## src/rtl/alu_ctrl_stage.sv

```systemverilog
// Registered ALU-control decoder with a valid/ready handshake and a small output FIFO.
// Optional macro ALU_STRICT_DECODE_EN flags non-canonical Funct7 values as illegal.
module alu_ctrl_stage #(
    parameter int OPCODE_LENGTH = 4,
    parameter int DEPTH         = 2
) (
    input  logic                     clk,
    input  logic                     rst_n,
    input  logic                     in_valid,
    output logic                     in_ready,
    input  logic [1:0]               ALUOp,
    input  logic [2:0]               Funct3,
    input  logic [6:0]               Funct7,
    output logic                     out_valid,
    input  logic                     out_ready,
    output logic [OPCODE_LENGTH-1:0] Operation,
    output logic                     illegal
);

    typedef enum logic [3:0] {
        OP_AND = 4'b0000,
        OP_OR  = 4'b0001,
        OP_XOR = 4'b0010,
        OP_ADD = 4'b0011,
        OP_BNE = 4'b0100,
        OP_BLT = 4'b0101,
        OP_BGE = 4'b0110,
        OP_SLT = 4'b0111,
        OP_BEQ = 4'b1000,
        OP_SUB = 4'b1001,
        OP_SRA = 4'b1010,
        OP_SRL = 4'b1011,
        OP_SLL = 4'b1100,
        OP_ILL = 4'b1111
    } alu_op_e;

    typedef struct packed {
        alu_op_e op;
        logic    ill;
    } entry_t;

    localparam int PW = (DEPTH > 1) ? $clog2(DEPTH) : 1;
    localparam int CW = $clog2(DEPTH + 1);

    alu_op_e dec_op;
    logic    dec_ill;
    entry_t  dec_entry;

`ifdef ALU_STRICT_DECODE_EN
    logic f7_zero;
    logic f7_alt;
    assign f7_zero = (Funct7 == 7'b0000000);
    assign f7_alt  = (Funct7 == 7'b0100000);
`else
    logic unused_f7;
    assign unused_f7 = ^{Funct7[6], Funct7[4:0]};
`endif

    always_comb begin
        dec_op  = OP_ADD;
        dec_ill = 1'b0;
        unique case (ALUOp)
            2'b00: dec_op = OP_ADD;
            2'b01: begin
                unique case (Funct3)
                    3'b000:  dec_op = OP_BEQ;
                    3'b001:  dec_op = OP_BNE;
                    3'b100:  dec_op = OP_BLT;
                    3'b101:  dec_op = OP_BGE;
                    default: dec_ill = 1'b1;
                endcase
            end
            2'b10: begin
                unique case (Funct3)
                    3'b000:  dec_op = Funct7[5] ? OP_SUB : OP_ADD;
                    3'b111:  dec_op = OP_AND;
                    3'b110:  dec_op = OP_OR;
                    3'b100:  dec_op = OP_XOR;
                    3'b010:  dec_op = OP_SLT;
                    3'b001:  dec_op = OP_SLL;
                    3'b101:  dec_op = Funct7[5] ? OP_SRA : OP_SRL;
                    default: dec_ill = 1'b1;
                endcase
`ifdef ALU_STRICT_DECODE_EN
                // 0100000 is only meaningful as the SUB/SRA selector
                if (!(f7_zero || (f7_alt && (Funct3 == 3'b000 || Funct3 == 3'b101))))
                    dec_ill = 1'b1;
`endif
            end
            default: begin
                unique case (Funct3)
                    3'b000:  dec_op = OP_ADD;
                    3'b010:  dec_op = OP_SLT;
                    3'b111:  dec_op = OP_AND;
                    3'b110:  dec_op = OP_OR;
                    3'b100:  dec_op = OP_XOR;
                    3'b001:  dec_op = OP_SLL;
                    3'b101:  dec_op = Funct7[5] ? OP_SRA : OP_SRL;
                    default: dec_ill = 1'b1;
                endcase
`ifdef ALU_STRICT_DECODE_EN
                if (Funct3 == 3'b001 && !f7_zero)
                    dec_ill = 1'b1;
                if (Funct3 == 3'b101 && !(f7_zero || f7_alt))
                    dec_ill = 1'b1;
`endif
            end
        endcase
        if (dec_ill)
            dec_op = OP_ILL;
    end

    assign dec_entry = '{op: dec_op, ill: dec_ill};

    entry_t          mem [DEPTH];
    logic [PW-1:0]   rd_ptr;
    logic [PW-1:0]   wr_ptr;
    logic [CW-1:0]   count;
    logic [CW-1:0]   count_nxt;
    logic            ready_q;
    logic            push;
    logic            pop;

    function automatic logic [PW-1:0] ptr_inc(input logic [PW-1:0] p);
        return (p == PW'(DEPTH - 1)) ? '0 : p + PW'(1);
    endfunction

    assign push      = in_valid & ready_q;
    assign pop       = (count != '0) & out_ready;
    assign count_nxt = count + CW'(push) - CW'(pop);

    // in_ready is registered from the next occupancy, so out_ready never reaches it combinationally
    always_ff @(posedge clk or negedge rst_n) begin
        if (!rst_n) begin
            mem     <= '{default: '0};
            rd_ptr  <= '0;
            wr_ptr  <= '0;
            count   <= '0;
            ready_q <= 1'b0;
        end else begin
            if (push) begin
                mem[wr_ptr] <= dec_entry;
                wr_ptr      <= ptr_inc(wr_ptr);
            end
            if (pop)
                rd_ptr <= ptr_inc(rd_ptr);
            count   <= count_nxt;
            ready_q <= (count_nxt < CW'(DEPTH));
        end
    end

    assign in_ready  = ready_q;
    assign out_valid = (count != '0);
    assign Operation = out_valid ? OPCODE_LENGTH'(mem[rd_ptr].op) : '0;
    assign illegal   = out_valid & mem[rd_ptr].ill;

endmodule

```

## config.mk

```make
export PLATFORM = sky130hd
export DESIGN_NAME = alu_ctrl_stage
export DESIGN_NICKNAME = d
export VERILOG_FILES = /design/src/rtl/alu_ctrl_stage.sv
export SDC_FILE = /design/constraint.sdc
export NUM_CORES = 1
export LEC_CHECK = 0
export ABC_AREA = 1
export BUFFER_PORTS_ARGS = -buffer_cell sky130_fd_sc_hd__buf_2
export CORE_UTILIZATION = 40
export DETAILED_ROUTE_END_ITERATION = 8
export GPL_TIMING_DRIVEN = 0
export PLACE_DENSITY = 0.64
export SKIP_CTS_REPAIR_TIMING = 1
export SYNTH_ARGS = -nofsm -noshare
export SYNTH_HDL_FRONTEND = slang
export SYNTH_SLANG_ARGS = --single-unit
```

## constraint.sdc

```tcl
create_clock -name clk -period 3.2 [get_ports clk]
set_input_delay 0.16 -clock clk [delete_from_list [all_inputs] [get_ports clk]]
set_output_delay 0.16 -clock clk [all_outputs]
set_load 0.05 [all_outputs]
```

---- After elaboration in Yosys (flattened, before gate mapping) ----
Cells that the tools add are included.
Widths: inputs -> output; s select.
word-level totals
  memory bits (writable) .................. 0
  register bits after elaboration ......... 15
  memories kept ........................... 0
  input port bits ......................... 16
  bits in read-only memories .............. 0
  latch bits .............................. 0
  logic and storage cells ................. 54
cells by class
  add/subtract/negate cells ............... 4
  bitwise logic cells ..................... 5
  $lt $le $gt $ge ......................... 4
  mux-type cells .......................... 19
  eq/ne operators ......................... 8
  multiply operators ...................... 0
  divide/modulo/power cells ............... 0
  reduce and logical (&&, ||, !) cells .... 6
  shift-type cells ........................ 0
operators with widths
  cell                 count
  $pmux 4 s7           1
  $pmux 4 s6           1
  $mux 5               4
  $pmux 4 s4           1
  $eq 3x3->1 const B   4
  $mux 4               3
  $pmux 4 s3           1
  $bwmux 10            1
  $reduce_or 7->1      1
  $demux 5 s1          1
  $mux 1               5
  $ge 2x2->1 const B   2
  $not 1->2            2
  $reduce_or 4->1      1
  $and 1x1->1          3
  $eq 3x1->1 const B   1
  $eq 3x2->1 const B   1
  $logic_not 3->1      1
  $add 1x1->1 const B  2
  $add 2x1->2          1
  $eq 2x1->1 const B   1
  $eq 2x2->1 const B   1
  $logic_not 2->1      1
  $lt 2x1->1 const B   1
  other kinds (5)      5

---- Depth between registers and ports, before layout ----
Gate-level depths: netlist of run 1.
  depth after elaboration ................. 6
  depth in mapped cells ................... 9

---- Worst setup path before layout of run 1 ----
No wires, ideal clock.
  path type ............................... register -> register
  from .................................... register ready_q, in the netlist in_ready
  to ...................................... register count[1]
  data arrival time ....................... 1.659 ns
  buffers on the path ..................... 0
  path slack .............................. 1.420 ns
  stages on the path, launching flop included .. 8
  period minus slack after synthesis ...... 1.780 ns
  required time ........................... 3.079 ns
  cell sequence ........................... dfrtp_1 -> nand2_1 -> ha_1 -> inv_1 -> ha_1 -> xor2_1 -> xor2_1 -> inv_1
on the way
  longest elaborated chain between the ends .. 3
RTL lines
  item                      line  RTL
  start: declaration        120   logic ready_q;
  start signal: assignment  148   ready_q <= (count_nxt < CW'(DEPTH));
  $and 1x1->1               128   assign push = in_valid & ready_q;
  $add 2x1->2               130   assign count_nxt = count + CW'(push) - CW'(pop);
  $sub 2x1->2               130
  net count_nxt[1]          119   logic [CW-1:0] count_nxt;
  end signal: assignment    147   count <= count_nxt;
  end: declaration          118   logic [CW-1:0] count;
The timed path passes the listed nets, and every way through them passes these cells.
A chain may end at the register's enable or synchronous reset.

---- Worst setup path in the final report of run 1 ----
  from .................................... register count[0]
  to ...................................... register count[1]
on the way
  longest elaborated chain between the ends .. 3
RTL lines
  item               line  RTL
  $reduce_bool 2->1  129   assign pop = (count != '0) & out_ready;
  $and 1x1->1        129
  net pop            122   logic pop;
  $sub 2x1->2        130
  net count_nxt[1]   119
The timed path passes the listed nets, and every way through them passes these cells.

==> impl_metrics.env, run 1 <==
export IMPL_synth_most_common_cell="nand2_1"
export IMPL_grt_first_pass_wirelength_mm=2.74
export IMPL_die_h_um=48.2
export IMPL_worst_pin_slew_ns=0.527
export IMPL_ys_types=18
export IMPL_setup_viol=0
export IMPL_skew_ns=0.00184
export IMPL_grt_max_degree=16
export IMPL_ys_flop_type="dfrtp_1"
export IMPL_required_ns=3.37
export IMPL_slew_headroom_pct=64.8
export IMPL_ys_seq_area_share_pct=44.0
export IMPL_grtUsageTotal_pct=17.1
export IMPL_path_cells="nor2_1 -> nor2_1 -> ha_1 -> inv_1 -> ha_1 -> xor2_1 -> xor2_1 -> inv_1"
export IMPL_root_buffer="clkbuf_4"
export IMPL_cts_made_buffers=3
export IMPL_hold_viol=0
export IMPL_n_antenna_cell=0
export IMPL_via_per_inst=4.70
export IMPL_maxSlewViolCount=0
export IMPL_dp_hpwl_mm=1.37
export IMPL_fin_nets=160
export IMPL_yosys_warnings=0
export IMPL_tns_ns=0
export IMPL_io_pin_count=23
export IMPL_cts_tree="built"
export IMPL_fmax_ghz=0.494
export IMPL_avgSynthCellArea_um2=7.05
export IMPL_synth_top_area_cell="dfrtp_1"
export IMPL_place_inst=163
export IMPL_synth_enable_flop_cells=0
export IMPL_clk_insertion_delay_late_ns=0.28
export IMPL_ant_nets=0
export IMPL_place_congestion=0.788
export IMPL_first_global_vias=647
export IMPL_netlist_instances=121
export IMPL_start_util_pct=43.1
export IMPL_synth_area_leaders="dfrtp_1, nand2_1, inv_1"
export IMPL_synth_seq_cells=15
export IMPL_synth_simple_area_share_pct=33.6
export IMPL_synth_compound_gate_area_share_pct=8.50
export IMPL_rsz0062_at_grt="false"
export IMPL_numPortBuffers=15
export IMPL_clockBufferDepth=2
export IMPL_syn2layout_area_growth_pct=17.0
export IMPL_synth_top_family_by_area="simple AND/OR/NAND/NOR gates"
export IMPL_maxCapViolations=0
export IMPL_ir_worst_vdd_mv=0.502
export IMPL_leakage_uw=0.000558
export IMPL_num_vias=789
export IMPL_dr_first_iter_drc_count=14
export IMPL_wl_per_cell_um=10.6
export IMPL_syn_area_um2=853
export IMPL_overflow=0
export IMPL_power_density_nw_per_um2=964
export IMPL_rows=16
export IMPL_hold_class="in2reg"
export IMPL_synth_common_cells="nand2_1, dfrtp_1, inv_1, nor2_1, nand3_1"
export IMPL_path_class="reg2reg"
export IMPL_outcome="complete, no violations"
export IMPL_crit_path_start_kind="flop"
export IMPL_synthXorXnorAreaFrac_pct=3.08
export IMPL_synthArstFlopShare_pct=100
export IMPL_clk_pin_slew_ns=0.09
export IMPL_fin_crit_ns=2.02
export IMPL_final_cells=168
export IMPL_drive_gt1_share_pct=19.1
export IMPL_netlist_area_leader_share_pct=44.0
export IMPL_synth_adder_area_share_pct=2.93
export IMPL_die_w_um=48.2
export IMPL_h_tree_depth=1
export IMPL_critPathMaxStageDelay_ns=0.43
export IMPL_slowest_stage="nor2_1"
export IMPL_drc=0
export IMPL_synth_mux_area_fraction_pct=0
export IMPL_antenna_found_initial=0
export IMPL_coreArea_um2=1980
export IMPL_cts_sinks=15
export IMPL_crit_arrival_ns=2.20
export IMPL_min_period_over_period_pct=63.3
export IMPL_critPathCaptureType="flop"
export IMPL_dr_pass1_iters=4
export IMPL_wirelength_mm=1.77
export IMPL_syn_nets=139
export IMPL_crit_fanout=7
export IMPL_die_area_um2=2320
## cell usage in the layout (no fill, tap or decap), types with 2 or more instances in the layout
master and instances:
o21ai_1 5, nand3_1 7, clkbuf_4 3, inv_1 12
ha_1 2, o21ai_2 2, buf_2 15, xor2_1 3
nor2_2 2, inv_2 3, a21oi_1 5, nand2_1 50
clkbuf_1 2, nor2_1 9, dfrtp_1 15
## critical path, delay by kind of cell (launching register included)
kind	cells	cell delay [ns]
buffers and inverters	2	0.10
AND/OR/NAND/NOR	2	0.57
XOR/XNOR	2	0.38
flip-flops	1	0.39
adder cells (fa/ha/maj)	2	0.49
## power breakdown
part           total, µW  internal (µW)  switching (µW)
Combinational        528            142             386
Clock                106           48.4            58.0
Sequential           328            283            45.8
Total                962            473             490
## worst paths after layout
kind,from,end,slack (ns),cells after the start
min in group asynchronous,rst_n,rd_ptr,0.31,2
max in group asynchronous,rst_n,mem[1],2.65,2
setup / recovery,count[0],count[1],1.18,8
hold / removal,in_valid,wr_ptr,0.22,4
setup reg to reg,count[0],count[1],1.18,8
hold reg to reg,mem[4],mem[4],0.49,2
## flip-flops by register name, summed over array words and instances, names as in the netlist
| name | cells |
|---|---|
| count | 2 |
| wr_ptr | 1 |
| mem | 10 |
| in_ready | 1 |
| rd_ptr | 1 |
## stage by stage
stage	utilization (%)	instance area (µm²)	hold WS [ns]	setup WS, ns	power [µW]
floorplan	-	853	-0.136	1.42	740
global placement	48.5	962	0.0803	1.24	847
detailed placement	48.5	962	0.0763	1.16	863
CTS	49.9	988	-0.231	1.11	971
global route	50.4	998	0.247	0.940	1050
finish	50.4	998	0.218	1.18	962
## logic make-up (layout without fill, tap and decap cells)
logic type                 Yosys count  after routing
adders and majority gates            2              2
DFF                                 15             15
xor gates and xnor gates             3              3
and+or+nand+nor                     71             71
buffers and inverters               17             37
AOI/OAI and AO/OA                   13             13
## metal layers
layer  share of wire (%)  track usage [%]  vias to the layer above
met1                  48             23.6                      358
met2                  48             27.2                       16
li1                    -                -                      413
met3                 3.6             3.33                        2
met4                0.39             5.00                        0
met5                   0                0                        -
## cell type report
type | count | area, µm²
fill | 209 | 983
multi-input combinational | 89 | 410
sequential | 15 | 375
timing repair buffer | 16 | 85.1
inverter | 15 | 56.3
tap | 27 | 33.8
clock buffer | 4 | 26.3
buffer | 2 | 11.3
No activity file was read; power rests on OpenSTA's default activity.
==> run 2, diff against run 1 <==
clock period = 2.09 ns   (was 3.2 ns; I/O delays follow)
==> run 2 against run 1 <==
Against the previous run:
- register-to-register slack worse by 0.96 ns
- clock skew did not move
- sequential power rose by 54%
- cell area grew 0.25%
- sequential share of layout area is 0.094 points lower
- final cell count unchanged
- largest power group unchanged
==> impl_metrics.env, run 2 (same netlist as run 1, synthesis figures left out) <==
export IMPL_outcome="complete, no violations"
export IMPL_crit_path_start_kind="flop"
export IMPL_rsz0062_at_grt="false"
export IMPL_grtUsageTotal_pct=17.1
export IMPL_crit_fanout=7
export IMPL_drive_gt1_share_pct=19.9
export IMPL_sequentialPowerShare_pct=34.2
export IMPL_regArea_um2=375
export IMPL_crit_arrival_ns=2.04
export IMPL_coreArea_um2=1980
export IMPL_path_class="reg2reg"
export IMPL_die_area_um2=2320
export IMPL_numPortBuffers=15
export IMPL_hold_viol=0
export IMPL_clockBufferDepth=2
export IMPL_power_density_nw_per_um2=1480
export IMPL_clk_insertion_delay_late_ns=0.28
export IMPL_hold_class="in2reg"
export IMPL_overflow=0
export IMPL_num_vias=789
export IMPL_top_regs="mem (10), count (2)"
export IMPL_postLayoutCellArea_um2=1000
export IMPL_p_clk_share_pct=11.0
export IMPL_largest_reg_flops=10
export IMPL_min_period_over_period_pct=89.4
export IMPL_maxSlewViolCount=0
export IMPL_post_route_util_pct=50.5
export IMPL_multi_input_area_um2=413
export IMPL_slew_headroom_pct=75.6
export IMPL_skew_ns=0.00184
export IMPL_start_util_pct=43.1
export IMPL_die_h_um=48.2
export IMPL_post_dp_cell_area_um2=962
export IMPL_switching_share_pct=50.9
export IMPL_root_buffer="clkbuf_4"
export IMPL_io_pin_count=23
export IMPL_dp_hpwl_mm=1.37
export IMPL_maxCapViolations=0
export IMPL_syn2layout_area_growth_pct=17.3
export IMPL_wirelength_mm=1.77
export IMPL_layout_commonest_cell="nand2_1"
export IMPL_place_congestion=0.788
export IMPL_via_per_inst=4.70
export IMPL_antenna_found_initial=0
export IMPL_cts_made_buffers=3
export IMPL_ir_worst_vdd_mv=0.782
export IMPL_setup_viol=0
export IMPL_comb_power_share_pct=54.7
export IMPL_p_int_uw=726
export IMPL_dr_pass1_iters=4
export IMPL_clk_pin_slew_ns=0.09
export IMPL_ant_nets=0
export IMPL_dr_first_iter_drc_count=14
export IMPL_grt_max_degree=16
export IMPL_grt_first_pass_wirelength_mm=2.74
export IMPL_top_register="mem"
export IMPL_fillers=209
export IMPL_wl_per_cell_um=10.6
export IMPL_first_global_vias=647
export IMPL_rows=16
export IMPL_die_w_um=48.2
export IMPL_critPathCaptureType="flop"
export IMPL_required_ns=2.26
export IMPL_h_tree_depth=1
export IMPL_fmax_ghz=0.535
export IMPL_cts_sinks=15
export IMPL_fin_crit_ns=1.87
export IMPL_p_switching_uw=753
export IMPL_worst_pin_slew_ns=0.365
export IMPL_final_cell_mix="nand2_1, dfrtp_1, buf_2"
export IMPL_fin_nets=160
export IMPL_cts_tree="built"
export IMPL_n_antenna_cell=0
export IMPL_leakage_uw=0.000558
export IMPL_drc=0
## run 2: cell types whose count changed in the layout (fill, tap and decap cells not counted)
cell,change
nor2_1,-1
nor2_2,+1
## run 2: metal layers
| layer | wire length (µm) | up-vias | share of wire (%) | GRT usage (%) |
|---|---|---|---|---|
| met5 | 0 | - | 0 | 0 |
| met4 | 7 | 0 | 0.39 | 5.00 |
| met3 | 63 | 2 | 3.6 | 3.33 |
| met2 | 843 | 16 | 48 | 27.2 |
| met1 | 859 | 358 | 48 | 23.6 |
| li1 | - | 413 | - | - |
## run 2: path summary, 6_finish.rpt
kind / startpoint / to / slack (ns) / cells after the start
hold reg to reg: mem[4] / mem[4] / 0.49 / 2
setup / recovery: count[0] / count[1] / 0.22 / 8
max in group asynchronous: rst_n / mem[1] / 1.60 / 2
setup reg to reg: count[0] / count[1] / 0.22 / 8
hold / removal: in_valid / wr_ptr / 0.16 / 4
min in group asynchronous: rst_n / rd_ptr / 0.25 / 2
## run 2: final cells by class
type | count | share of cell area (%)
multi-input combinational | 89 | 41.3
sequential | 15 | 37.5
timing repair buffer | 16 | 8.50
inverter | 15 | 5.63
tap | 27 | 3.38
clock buffer | 4 | 2.63
buffer | 2 | 1.13
## run 2: through the flow
stage               hold slack, ns  power, µW  setup TNS, ns  std cells  setup WS [ns]
finish                       0.162       1480              0        168          0.221
CTS                         -0.287       1490       -0.00221        167       -0.00221
detailed placement          0.0208       1320              0        163         0.0500
floorplan                   -0.191       1130              0        121          0.310
global route                 0.191       1610              0        168         0.0189
global placement            0.0248       1300              0        163          0.130
## run 2: power groups by stage
stage	clock, µW	combinational, µW	sequential (µW)
CTS	166	818	503
detailed placement	0	812	509
global route	179	911	525
global placement	0	792	505
finish	163	810	506
floorplan	0	605	529
## run 2: worst max-delay path: stages, from the launching register on
cell and delay (ns):
dfrtp_1 0.40, nor2_2 0.30, nor2_1 0.12, ha_1 0.30, inv_1 0.04, ha_1 0.18
xor2_1 0.16, xor2_1 0.22, inv_1 0.06
